$ cat config.mk
export PLATFORM = sky130hd
export DESIGN_NAME = shell_ctrl
export DESIGN_NICKNAME = d
export VERILOG_FILES = /design/src/rtl/shell_ctrl.sv
export SDC_FILE = /design/constraint.sdc
export NUM_CORES = 1
export LEC_CHECK = 0
export BUFFER_PORTS_ARGS = -buffer_cell sky130_fd_sc_hd__buf_2
export CAP_MARGIN = 10
export CORE_MARGIN = 2
export CORE_UTILIZATION = 40
export DETAILED_ROUTE_END_ITERATION = 10
export GPL_TIMING_DRIVEN = 0
export PLACE_DENSITY = 0.68
export SLEW_MARGIN = 0
export SYNTH_ARGS = -nofsm -noshare
export SYNTH_HDL_FRONTEND = slang
export SYNTH_SLANG_ARGS = --single-unit
$ cat constraint.sdc
create_clock -name frame_clk -period 2.8 [get_ports frame_clk]
set_input_delay 0.28 -clock frame_clk [delete_from_list [all_inputs] [get_ports frame_clk]]
set_output_delay 0.28 -clock frame_clk [all_outputs]
set_load 0.03 [all_outputs]
$ cat src/rtl/shell_ctrl.sv
// Shell flight controller: launches a shell from the tank, moves it once per
// frame under integer gravity, and ends the flight on a hit, on reaching the
// ground or on leaving the screen sideways.
//
// state  | meaning
// -------+--------------------------------------------------------------
// IDLE   | no shell; a shoot request loads position and velocity
// FLIGHT | shell moving; termination checked before every move
// DONE   | one-frame shell_done pulse, end_cause valid; back to IDLE
module shell_ctrl #(
  parameter int X_MAX    = 639,
  parameter int Y_MAX    = 479,
  parameter int X_STEP   = 2,
  parameter int GRAV_DIV = 4,
  parameter int VY_MAX   = 15,
  parameter int TANK_S   = 4
) (
  input  logic       frame_clk,
  input  logic       Reset,
  input  logic       shoot,
  input  logic [9:0] TankX,
  input  logic [9:0] TankY,
  input  logic [1:0] Direction,
  input  logic [9:0] y_component,
  input  logic       hit,
  output logic [9:0] ShellX,
  output logic [9:0] ShellY,
  output logic       shell_active,
  output logic       shell_visible,
  output logic       shell_done,
  output logic [1:0] end_cause
);

  typedef enum logic [1:0] {IDLE, FLIGHT, DONE} state_t;

  localparam int GW = (GRAV_DIV > 2) ? $clog2(GRAV_DIV) : 1;
  localparam logic [GW-1:0]      G_LAST   = GW'(GRAV_DIV - 1);
  localparam logic signed [10:0] X_MAX_S  = 11'(X_MAX);
  localparam logic signed [10:0] Y_MAX_S  = 11'(Y_MAX);
  localparam logic signed [10:0] X_STEP_S = 11'(X_STEP);
  localparam logic signed [10:0] VY_LIM   = 11'(VY_MAX);
  localparam logic signed [10:0] VY_NEG   = -11'(VY_MAX);
  localparam logic signed [10:0] TANK_S_S = 11'(TANK_S);

  state_t state, state_nxt;
  logic signed [10:0] x, y, vx, vy;
  logic signed [10:0] x_nxt, y_nxt, vx_nxt, vy_nxt;
  logic [GW-1:0] gcnt, gcnt_nxt;
  logic [1:0]    cause, cause_nxt;

  logic signed [10:0] elev, elev_clamped, vy_inc, vy_grav;

  // Launch elevation sign-extended and limited to +/-VY_MAX; gravity-bumped vy.
  always_comb begin
    elev = signed'({y_component[9], y_component});
    if (elev > VY_LIM)
      elev_clamped = VY_LIM;
    else if (elev < VY_NEG)
      elev_clamped = VY_NEG;
    else
      elev_clamped = elev;
    vy_inc  = vy + 11'sd1;
    vy_grav = (vy_inc > VY_LIM) ? VY_LIM : vy_inc;
  end

  // State register and shell kinematics; reset clears everything at once.
  always_ff @(posedge frame_clk or negedge Reset) begin
    if (!Reset) begin
      state <= IDLE;
      x     <= '0;
      y     <= '0;
      vx    <= '0;
      vy    <= '0;
      gcnt  <= '0;
      cause <= '0;
    end else begin
      state <= state_nxt;
      x     <= x_nxt;
      y     <= y_nxt;
      vx    <= vx_nxt;
      vy    <= vy_nxt;
      gcnt  <= gcnt_nxt;
      cause <= cause_nxt;
    end
  end

  // Next-state: launch in IDLE, terminate-or-move in FLIGHT, single frame of DONE.
  always_comb begin
    state_nxt = state;
    x_nxt     = x;
    y_nxt     = y;
    vx_nxt    = vx;
    vy_nxt    = vy;
    gcnt_nxt  = gcnt;
    cause_nxt = cause;
    case (state)
      IDLE: begin
        if (shoot) begin
          x_nxt = signed'({1'b0, TankX});
          y_nxt = signed'({1'b0, TankY}) - TANK_S_S;
          case (Direction)
            2'd0:    vx_nxt = -X_STEP_S;
            2'd1:    vx_nxt = X_STEP_S;
            default: vx_nxt = '0;
          endcase
          vy_nxt    = -elev_clamped;
          gcnt_nxt  = '0;
          cause_nxt = 2'd0;
          state_nxt = FLIGHT;
        end
      end
      FLIGHT: begin
        if (hit) begin
          cause_nxt = 2'd1;
          state_nxt = DONE;
        end else if (y > Y_MAX_S) begin
          cause_nxt = 2'd2;
          state_nxt = DONE;
        end else if ((x < 11'sd0) || (x > X_MAX_S)) begin
          cause_nxt = 2'd3;
          state_nxt = DONE;
        end else begin
          x_nxt = x + vx;
          y_nxt = y + vy;
          if (gcnt == G_LAST) begin
            vy_nxt   = vy_grav;
            gcnt_nxt = '0;
          end else begin
            gcnt_nxt = gcnt + 1'b1;
          end
        end
      end
      DONE: begin
        state_nxt = IDLE;
      end
      default: begin
        state_nxt = IDLE;
      end
    endcase
  end

  // Off-screen (negative) coordinates are reported as 0.
  assign ShellX        = x[10] ? 10'd0 : x[9:0];
  assign ShellY        = y[10] ? 10'd0 : y[9:0];
  assign shell_active  = (state == FLIGHT);
  assign shell_visible = (state == FLIGHT) && !y[10];
  assign shell_done    = (state == DONE);
  assign end_cause     = cause;

endmodule

==> results of run 1 <==
-- cell families (layout without fill, tap and decap cells) --
| group | after synthesis | after routing | share of synthesized area, % |
|---|---|---|---|
| flip-flops | 41 | 41 | 27.9 |
| buffers and inverters | 36 | 103 | 5.04 |
| multiplexers | 5 | 5 | 1.60 |
| adder cells (fa/ha/maj) | 27 | 27 | 9.60 |
| XOR/XNOR | 22 | 22 | 5.24 |
| AO/OA/AOI/OAI | 133 | 133 | 24.6 |
| AND/OR/NAND/NOR | 183 | 183 | 26.0 |
-- area by class of cell --
| type | count | area, um2 | share of cell area (%) |
|---|---|---|---|
| Clock inverter | 2 | 35.0 | 0.826 |
| Sequential cell | 41 | 1030 | 24.2 |
| Tap cell | 108 | 135 | 3.19 |
| Multi-Input combinational cell | 370 | 2490 | 58.7 |
| Clock buffer | 5 | 68.8 | 1.62 |
| Buffer | 19 | 121 | 2.86 |
| Timing Repair Buffer | 60 | 300 | 7.08 |
| Inverter | 17 | 66.3 | 1.56 |
-- layer usage --
| layer | vias to the layer above | wire length [um] | global-route usage [%] |
|---|---|---|---|
| met5 | - | 0 | 0 |
| met4 | 0 | 104 | 5.37 |
| met3 | 8 | 474 | 2.58 |
| met2 | 75 | 4750 | 33.4 |
| met1 | 1671 | 4790 | 29.1 |
| li1 | 1769 | - | - |
-- per-stage QoR --
stage | worst slack (ns) | hold WS (ns) | cells
after floorplan | 0.195 | -0.0156 | 447
after global placement | -0.361 | 0.457 | 615
after detailed placement | -0.429 | 0.477 | 615
after CTS | 0.0884 | 0.160 | 622
after global routing | 0.0147 | 0.168 | 622
final | 0.144 | 0.133 | 622
-- cells in the mapped netlist (all sizes together), types with 10 or more instances --
master	n
nor3	15
o21ai	41
nor2	43
xnor2	17
buf	10
ha	25
nor2b	22
nand2	49
dfrtp	41
a21oi	29
inv	17
nand3	13
-- registers in the layout, summed over array words and instances, names as in the netlist --
signal	flops
vy	11
x	11
y	11
end_cause	2
gcnt	2
state	2
vx	2
-- power by group --
part | switching, mW | internal, mW
Clock | 0.222 | 0.260
Sequential | 0.359 | 0.881
Combinational | 2.46 | 1.56
-- what timing repair did --
action                     CTS  global route
resized for setup            1             4
cloned                       0             0
buffers inserted             0             0
hold endpoints to repair     0             0
setup endpoints to repair    3             3
-- worst paths after layout --
check / to / depth (start not counted) / start
max in group asynchronous: vy[5] / 1 / Reset
min reg2reg: gcnt[1] / 2 / gcnt[1]
max reg2reg: y[10] / 9 / vy[0]
max: y[10] / 9 / vy[0]
min: gcnt[0] / 1 / Reset
min in group frame_clk: vx[9] / 2 / Direction[0]
==> impl_metrics.csv, run 1 <==
group,metric,value,unit
power_and_ir_drop,leakagePower,1.83,nW
routing,wl,10100,um
clock_network,cts_sinks,41,
routing,drt-initial-drc-count,257,
synthesis,yosys-top-cells-area,"dfrtp_1, ha_1, nand2_1, o21ai_0, nor2_1",
synthesis,yosysSeqAreaShare,27.9,%
synthesis,synth_flop_cell,"dfrtp_1",
placement,dpl_cell_area,0.00411,mm2
routing,first_pass_iters,5,
cells_and_area,diodes,0,
clock_network,h-tree-depth,2,
placement,hpwlAfterDp,7520,um
synthesis,syn_area,0.00368,mm2
routing,vias,3523,
synthesis,syn_inst,447,
global_route,grt_pass1_wl,16400,um
cells_and_area,areaGrowthSynthToFinish,15.4,%
global_route,grt_overflow,0,
synthesis,synth_edf_count,0,
cells_and_area,final_common_cell,"buf_2",
synthesis,async_flop_share,100,%
worst_setup_path,worst-path-max-fanout,6,
die,core,0.00881,mm2
power_and_ir_drop,power_per_cell_area,1360,mW/mm2
synthesis,synth-seq-cells,41,
clock_network,clk_path_buf_depth,2,
status,outcome,"finished clean",
timing,setup_violations,0,
cells_and_area,design_area,0.00424,mm2
timing,relSlewSlack,33.1,%
placement,portBuffers,60,
die,pin_count,61,
global_route,grt_pass1_vias,3350,
min_path,hold_class,"input port to async pin",
timing,finalSetupTns,0,ns
die,initial_core_util,41.7,%
timing,period_minus_slack,2.66,ns
cells_and_area,final_core_util,48.2,%
global_route,grt_util_all_layers,20.5,%
worst_setup_path,crit_family,"compound AO/OA/AOI/OAI gates",
die,dieWidth,99.9,um
timing,clock_skew,0.00940,ns
placement,globalplace.congestion,0.916,
die,dieArea,0.00997,mm2
clock_network,clock_latency,0.30,ns
timing,rsz0062_at_grt,"false",
timing,slew_violations,0,
power_and_ir_drop,p_total,5.75,mW
global_route,grt_max_degree,42,
clock_network,cts_root_buf,"clkbuf_8",
synthesis,syn_nets,510,
worst_setup_path,worstPathRequired,3.03,ns
timing,fmax,377,MHz
worst_setup_path,critical_path_buf_inv_count,1,
worst_setup_path,cp.arrival,2.89,ns
cells_and_area,drive_above_1_share,20.4,%
worst_setup_path,cpPeakStageDelay,0.46,ns
clock_network,clk_pin_slew_worst_paths,0.08,ns
synthesis,yosysWarnings,0,
power_and_ir_drop,vdd_drop_max,0.578,mV
flow_run,drv_cap,0,
synthesis,synthDistinctLibCells,71,
die,die_h,99.9,um
worst_setup_path,path_class,"register to register",
routing,viasPerCell,5.66,
synthesis,synth_area_per_cell,8.22,um2
cells_and_area,most-common-layout-cells,"buf_2, nand2_1, nor2_1, dfrtp_1, o21ai_0",
worst_setup_path,crit_path_end_kind,"register",
routing,ant_nets,0,
cells_and_area,nFillCells,867,
die,rows,34,
synthesis,synthDominantCellAreaShare,27.9,%
timing,tightest_slew,1.00,ns
timing,period_share,94.9,%
timing,finalHoldViolCount,0,
worst_setup_path,cpMaxStageDelayCell,"dfrtp_1",
cells_and_area,fin_nets,577,
worst_setup_path,start_kind,"register",
routing,drc,0,
worst_setup_path,worstPathCellList,"ha_1 > inv_1 > fa_1 > nand2b_1 > a21oi_1 > o21ai_0 > o21a_1 > o311a_1 > nand3_1",
worst_setup_path,reg2reg_slack,0.14,ns
synthesis,yosys.area.top_type,"dfrtp_1",
clock_network,tritoncts,"yes",
global_route,antenna_found_initial,0,
clock_network,numCtsBuffers,5,
routing,wire_per_inst,16.3,um
clock_network,cts_hold_buf,0,
No activity file was read; power rests on OpenSTA's default activity.
==> inputs of run 2 (changes only) <==
--- a/config.mk
+++ b/config.mk
@@ -5,6 +5,8 @@
 export SDC_FILE = /design/constraint.sdc
 export NUM_CORES = 1
 export LEC_CHECK = 0
+export ABC_AREA = 1
+export ABC_CLOCK_PERIOD_IN_PS = 2800
 export BUFFER_PORTS_ARGS = -buffer_cell sky130_fd_sc_hd__buf_2
 export CAP_MARGIN = 10
 export CORE_MARGIN = 2
==> impl_metrics.csv, run 2 <==
group,metric,value,unit
synthesis,syn_inst,548,
clock_network,clk_pin_slew_worst_paths,0.09,ns
placement,hpwlAfterDp,7700,um
status,outcome,"finished clean",
timing,finalHoldViolCount,0,
die,initial_core_util,40.5,%
synthesis,synth_top_family_by_area,"simple AND/OR/NAND/NOR gates",
placement,portBuffers,60,
clock_network,clock_latency,0.30,ns
timing,relSlewSlack,31.5,%
synthesis,syn_area,0.00369,mm2
synthesis,synth_xor_area_share,4.95,%
flow_run,drv_cap,0,
timing,fmax,434,MHz
placement,globalplace.congestion,0.932,
synthesis,synth_compound_area_share,16.7,%
synthesis,synth_edf_count,0,
clock_network,ctsResizeCount,0,
timing,clock_skew,0.00848,ns
routing,first_pass_iters,5,
cells_and_area,most-common-layout-cells,"nand2_1, nor2_1, inv_1, buf_2, dfrtp_1",
timing,slew_violations,0,
synthesis,async_flop_share,100,%
cells_and_area,diodes,0,
synthesis,synth_area_per_cell,6.73,um2
routing,ant_nets,0,
die,core,0.00911,mm2
synthesis,synthDistinctLibCells,39,
synthesis,synth-simple-area-share,31.7,%
global_route,grt_max_degree,42,
timing,setup_violations,0,
synthesis,synth.most_common_cell,"nand2_1",
synthesis,yosys.area.top_type,"dfrtp_1",
timing,tightest_slew,1.03,ns
timing,rsz0062_at_grt,"false",
clock_network,numCtsBuffers,5,
min_path,hold_class,"input port to async pin",
cells_and_area,top_regs,"vy x11, x x11, y x11",
timing,period_share,82.3,%
routing,wl,10100,um
worst_setup_path,start_kind,"register",
synthesis,synth-seq-cells,41,
synthesis,synth_flop_cell,"dfrtp_1",
worst_setup_path,worst-path-max-fanout,10,
cells_and_area,drive_above_1_share,15.6,%
die,dieWidth,100,um
die,die_h,100,um
synthesis,syn_nets,611,
die,pin_count,61,
cells_and_area,fin_nets,678,
global_route,grt_overflow,0,
routing,vias,3835,
routing,viasPerCell,5.28,
global_route,antenna_found_initial,0,
die,rows,35,
timing,period_minus_slack,2.30,ns
synthesis,synth.top_cells.by_count,"nand2_1, nor2_1, inv_1",
clock_network,h-tree-depth,2,
routing,drc,0,
clock_network,tritoncts,"yes",
cells_and_area,areaGrowthSynthToFinish,14.7,%
timing,finalSetupTns,0,ns
synthesis,yosysSeqAreaShare,27.8,%
worst_setup_path,path_class,"register to register",
global_route,grt_util_all_layers,20.8,%
synthesis,synth_fa_ha_area_share,9.57,%
synthesis,muxShareOfSynthArea,0,%
cells_and_area,final_common_cell,"nand2_1",
synthesis,synthDominantCellAreaShare,27.8,%
clock_network,cts_hold_buf,0,
clock_network,clk_path_buf_depth,2,
die,dieArea,0.0100,mm2
routing,drt-initial-drc-count,211,
routing,wire_per_inst,13.9,um
power_and_ir_drop,vdd_drop_max,0.476,mV
cells_and_area,nFillCells,949,
synthesis,yosysWarnings,0,
timing,hold-worst-slack,0.149,ns
global_route,grt_pass1_vias,3666,
clock_network,cts_sinks,41,
power_and_ir_drop,power_per_cell_area,1440,mW/mm2
synthesis,yosys-top-cells-area,"dfrtp_1, nand2_1, ha_1, nor2_1, inv_1",
clock_network,cts_root_buf,"clkbuf_8",
clock_network,post-cts-setup-buffers,0,
worst_setup_path,crit_path_end_kind,"register",
worst_setup_path,cp.arrival,2.49,ns
power_and_ir_drop,leakagePower,2.18,nW
worst_setup_path,worstPathRequired,2.99,ns
global_route,grt_pass1_wl,16700,um
==> run 2: worst paths after layout <==
check,startpoint,endpoint,slack (ns),cells past startpoint
min in group frame_clk,Direction[0],vx[9],0.16,2
worst min-delay path,Reset,vy[0],0.15,1
worst max-delay path,vx[9],x[9],0.50,8
worst max register to register,vx[9],x[9],0.50,8
worst min register to register,end_cause[0],end_cause[0],0.51,2
max in group asynchronous,Reset,vy[10],2.01,1
==> run 2: worst max-delay path: stages (launching register included) <==
cell and delay, ns:
dfrtp_1 0.60, inv_1 0.17, fa_1 0.46, o21ai_0 0.38, nand2_1 0.10, nand3_1 0.10
o21ai_0 0.08, a21oi_1 0.21, o22ai_1 0.09
==> run 2: cell type report <==
class / instances / area (um2) / area share (%)
multi-input cells: 421 / 2320 / 54.8
flip-flops and latches: 41 / 1030 / 24.2
repair buffers: 60 / 300 / 7.10
inverters: 71 / 267 / 6.30
well taps: 111 / 139 / 3.28
plain buffers: 15 / 75.1 / 1.77
clock buffers: 5 / 68.8 / 1.63
clock inverters: 2 / 35.0 / 0.828
==> run 2: metal layers <==
metal  GRT usage, %  share of wire (%)
met5              0                  0
met2           36.4                 49
met4           5.69                1.3
met1           26.6                 46
met3           3.20                3.1
==> run 2: logic make-up (layout without fill, tap and decap cells) <==
family / after synthesis / in the layout
simple gates: 267 / 267
compound gates: 107 / 107
buf+inv: 86 / 153
flops: 41 / 41
fa+ha+maj: 27 / 27
xor+xnor: 20 / 20
==> run 2: where the power goes <==
| group | leakage [nW] | total (mW) | switching [mW] | internal (mW) |
|---|---|---|---|---|
| clock network | 0.0540 | 0.485 | 0.226 | 0.260 |
| registers | 0.492 | 1.24 | 0.329 | 0.909 |
| logic | 1.63 | 4.38 | 2.85 | 1.52 |
| total | 2.18 | 6.10 | 3.41 | 2.69 |
==> run 2: stage by stage <==
stage | power, mW | setup WS (ns) | utilization, % | area (um2) | cells
final | 6.10 | 0.497 | 46.5 | 4230 | 726
after floorplan | 4.49 | 0.625 | - | 3690 | 548
after detailed placement | 5.59 | 0.203 | 45.3 | 4130 | 719
after global placement | 5.51 | 0.246 | 45.3 | 4130 | 719
after CTS | 6.10 | 0.504 | 46.5 | 4230 | 726
after global routing | 6.75 | 0.297 | 46.5 | 4230 | 726
==> inputs of run 3 (changes only) <==
--- a/config.mk
+++ b/config.mk
@@ -6,14 +6,14 @@
 export NUM_CORES = 1
 export LEC_CHECK = 0
 export ABC_AREA = 1
-export ABC_CLOCK_PERIOD_IN_PS = 2800
+export ABC_CLOCK_PERIOD_IN_PS = 2100
 export BUFFER_PORTS_ARGS = -buffer_cell sky130_fd_sc_hd__buf_2
 export CAP_MARGIN = 10
 export CORE_MARGIN = 2
 export CORE_UTILIZATION = 40
 export DETAILED_ROUTE_END_ITERATION = 10
 export GPL_TIMING_DRIVEN = 0
-export PLACE_DENSITY = 0.68
+export PLACE_DENSITY = 0.7
 export SLEW_MARGIN = 0
 export SYNTH_ARGS = -nofsm -noshare
 export SYNTH_HDL_FRONTEND = slang
==> constraint.sdc (replaced) <==
create_clock -name frame_clk -period 2.1 [get_ports frame_clk]
set_input_delay 0.21 -clock frame_clk [delete_from_list [all_inputs] [get_ports frame_clk]]
set_output_delay 0.21 -clock frame_clk [all_outputs]
set_load 0.03 [all_outputs]
==> impl_metrics.csv, run 3 (synthesis results as in run 2) <==
group,metric,value,unit
status,outcome,"finished clean",
global_route,grt_util_all_layers,20.8,%
clock_network,clk_pin_slew_worst_paths,0.09,ns
clock_network,clock_latency,0.31,ns
timing,finalSetupTns,0,ns
worst_setup_path,reg2reg_slack,0.09,ns
routing,wl,10300,um
clock_network,numCtsBuffers,5,
clock_network,clk_path_buf_depth,2,
clock_network,cts_sinks,41,
routing,vias,3873,
routing,drc,0,
cells_and_area,drive_above_1_share,18.5,%
clock_network,cts_root_buf,"clkbuf_8",
cells_and_area,diodes,0,
clock_network,tritoncts,"yes",
global_route,grt_pass1_vias,3804,
global_route,antenna_found_initial,0,
clock_network,h-tree-depth,2,
cells_and_area,areaGrowthSynthToFinish,17.6,%
worst_setup_path,cp.arrival,2.20,ns
cells_and_area,most-common-layout-cells,"nand2_1, nor2_1, inv_1, buf_2, dfrtp_1",
power_and_ir_drop,power_per_cell_area,1910,mW/mm2
timing,setup_violations,0,
worst_setup_path,cpPeakStageDelay,0.42,ns
timing,fmax,497,MHz
cells_and_area,final_common_cell,"nand2_1",
worst_setup_path,cpMaxStageDelayCell,"fa_1",
routing,wire_per_inst,14.1,um
placement,globalplace.congestion,0.915,
placement,dp.cells,719,
worst_setup_path,r2r_cells,9,
timing,slew_violations,0,
global_route,grt_max_degree,42,
power_and_ir_drop,leakagePower,2.21,nW
cells_and_area,nFillCells,954,
timing,tightest_slew,0.966,ns
die,initial_core_util,40.5,%
die,dieArea,0.0100,mm2
cells_and_area,top_regs,"vy x11, x x11, y x11",
timing,hold-worst-slack,0.0553,ns
worst_setup_path,path_class,"register to register",
die,rows,35,
placement,hpwlAfterDp,7790,um
routing,ant_nets,0,
global_route,grt_overflow,0,
die,core,0.00911,mm2
power_and_ir_drop,vdd_drop_max,0.694,mV
timing,period_share,95.8,%
min_path,hold_class,"input port to async pin",
worst_setup_path,critPathLaunch,"x[1]",
die,pin_count,61,
timing,rsz0062_at_grt,"true",
routing,first_pass_iters,5,
placement,dpl_cell_area,0.00414,mm2
worst_setup_path,reg2reg_to,"x[9]",
global_route,grt_pass1_wl,16900,um
cells_and_area,fin_nets,682,
worst_setup_path,crit_family,"adder cells",
worst_setup_path,start_kind,"register",
clock_network,cts_hold_buf,0,
worst_setup_path,worstPathCellList,"ha_1 > inv_1 > fa_1 > o21ai_2 > nand2_1 > nand3_1 > o21ai_0 > a21oi_1 > o22ai_1",
die,dieWidth,100,um
timing,clock_skew,0.00884,ns
cells_and_area,design_area,0.00434,mm2
worst_setup_path,worstPathRequired,2.29,ns
routing,drt-initial-drc-count,254,
placement,portBuffers,60,
timing,relSlewSlack,35.6,%
worst_setup_path,r2r_start,"x[1]",
routing,viasPerCell,5.30,
die,die_h,100,um
worst_setup_path,worst-path-max-fanout,3,
timing,finalHoldViolCount,0,
worst_setup_path,crit_path_end_kind,"register",
cells_and_area,instances_no_fill,731,
worst_setup_path,critical_path_buf_inv_count,1,
timing,period_minus_slack,2.01,ns
flow_run,drv_cap,0,
[run 3: changes by cell type in the layout (fill, tap and decap cells not counted), sizes merged]
cell | before | now
clkinv | 1 | 0
buf | 68 | 73
clkinvlp | 0 | 1
[run 3: final cells by class]
cell class	instances	area (um2)	share of cell area [%]
tap	111	139	3.20
sequential	41	1030	23.7
clock inverter	2	37.5	0.866
inverter	71	267	6.15
timing repair buffer	64	330	7.62
multi-input combinational	421	2370	54.6
buffer	15	83.8	1.93
clock buffer	6	82.6	1.90
[run 3: how the worst max path moves through the flow]
stage              to  slack [ns]  depth (start not counted)
6_report         x[9]        0.09                          9
5_1_grt         vy[8]       -0.06                         17
4_1_cts          y[8]       0.003                          9
3_5_place_dp   vy[10]       -0.37                         11
3_3_place_gp   vy[10]       -0.30                         11
2_1_floorplan   vy[6]        0.02                         12
[run 3: layer usage]
| layer | global-route usage [%] | part of all wire [%] | vias up |
|---|---|---|---|
| met1 | 26.1 | 44 | 1798 |
| li1 | - | - | 1952 |
| met5 | 0 | 0 | - |
| met3 | 3.34 | 5.1 | 11 |
| met4 | 5.06 | 1.1 | 0 |
| met2 | 37.4 | 50 | 112 |
[run 3: metrics by stage]
| stage | utilization [%] | power, mW | setup slack, ns |
|---|---|---|---|
| 2_1_floorplan | - | 5.99 | 0.0189 |
| 3_3_place_gp | 45.4 | 7.29 | -0.298 |
| 3_5_place_dp | 45.4 | 7.46 | -0.367 |
| 4_1_cts | 46.9 | 8.20 | 0.00348 |
| 5_1_grt | 47.6 | 9.08 | -0.0566 |
| 6_report | 47.6 | 8.30 | 0.0888 |
[run 3: power breakdown]
group | switching [mW] | internal, mW
registers | 0.428 | 1.22
logic | 3.88 | 2.08
clock network | 0.316 | 0.387
total | 4.62 | 3.68
[run 3: timing repair]
action,4_1_cts,5_1_grt
hold endpoints to repair,0,0
resized for setup,6,14
pin swaps,1,3
setup endpoints to repair,7,16
buffers inserted,0,4
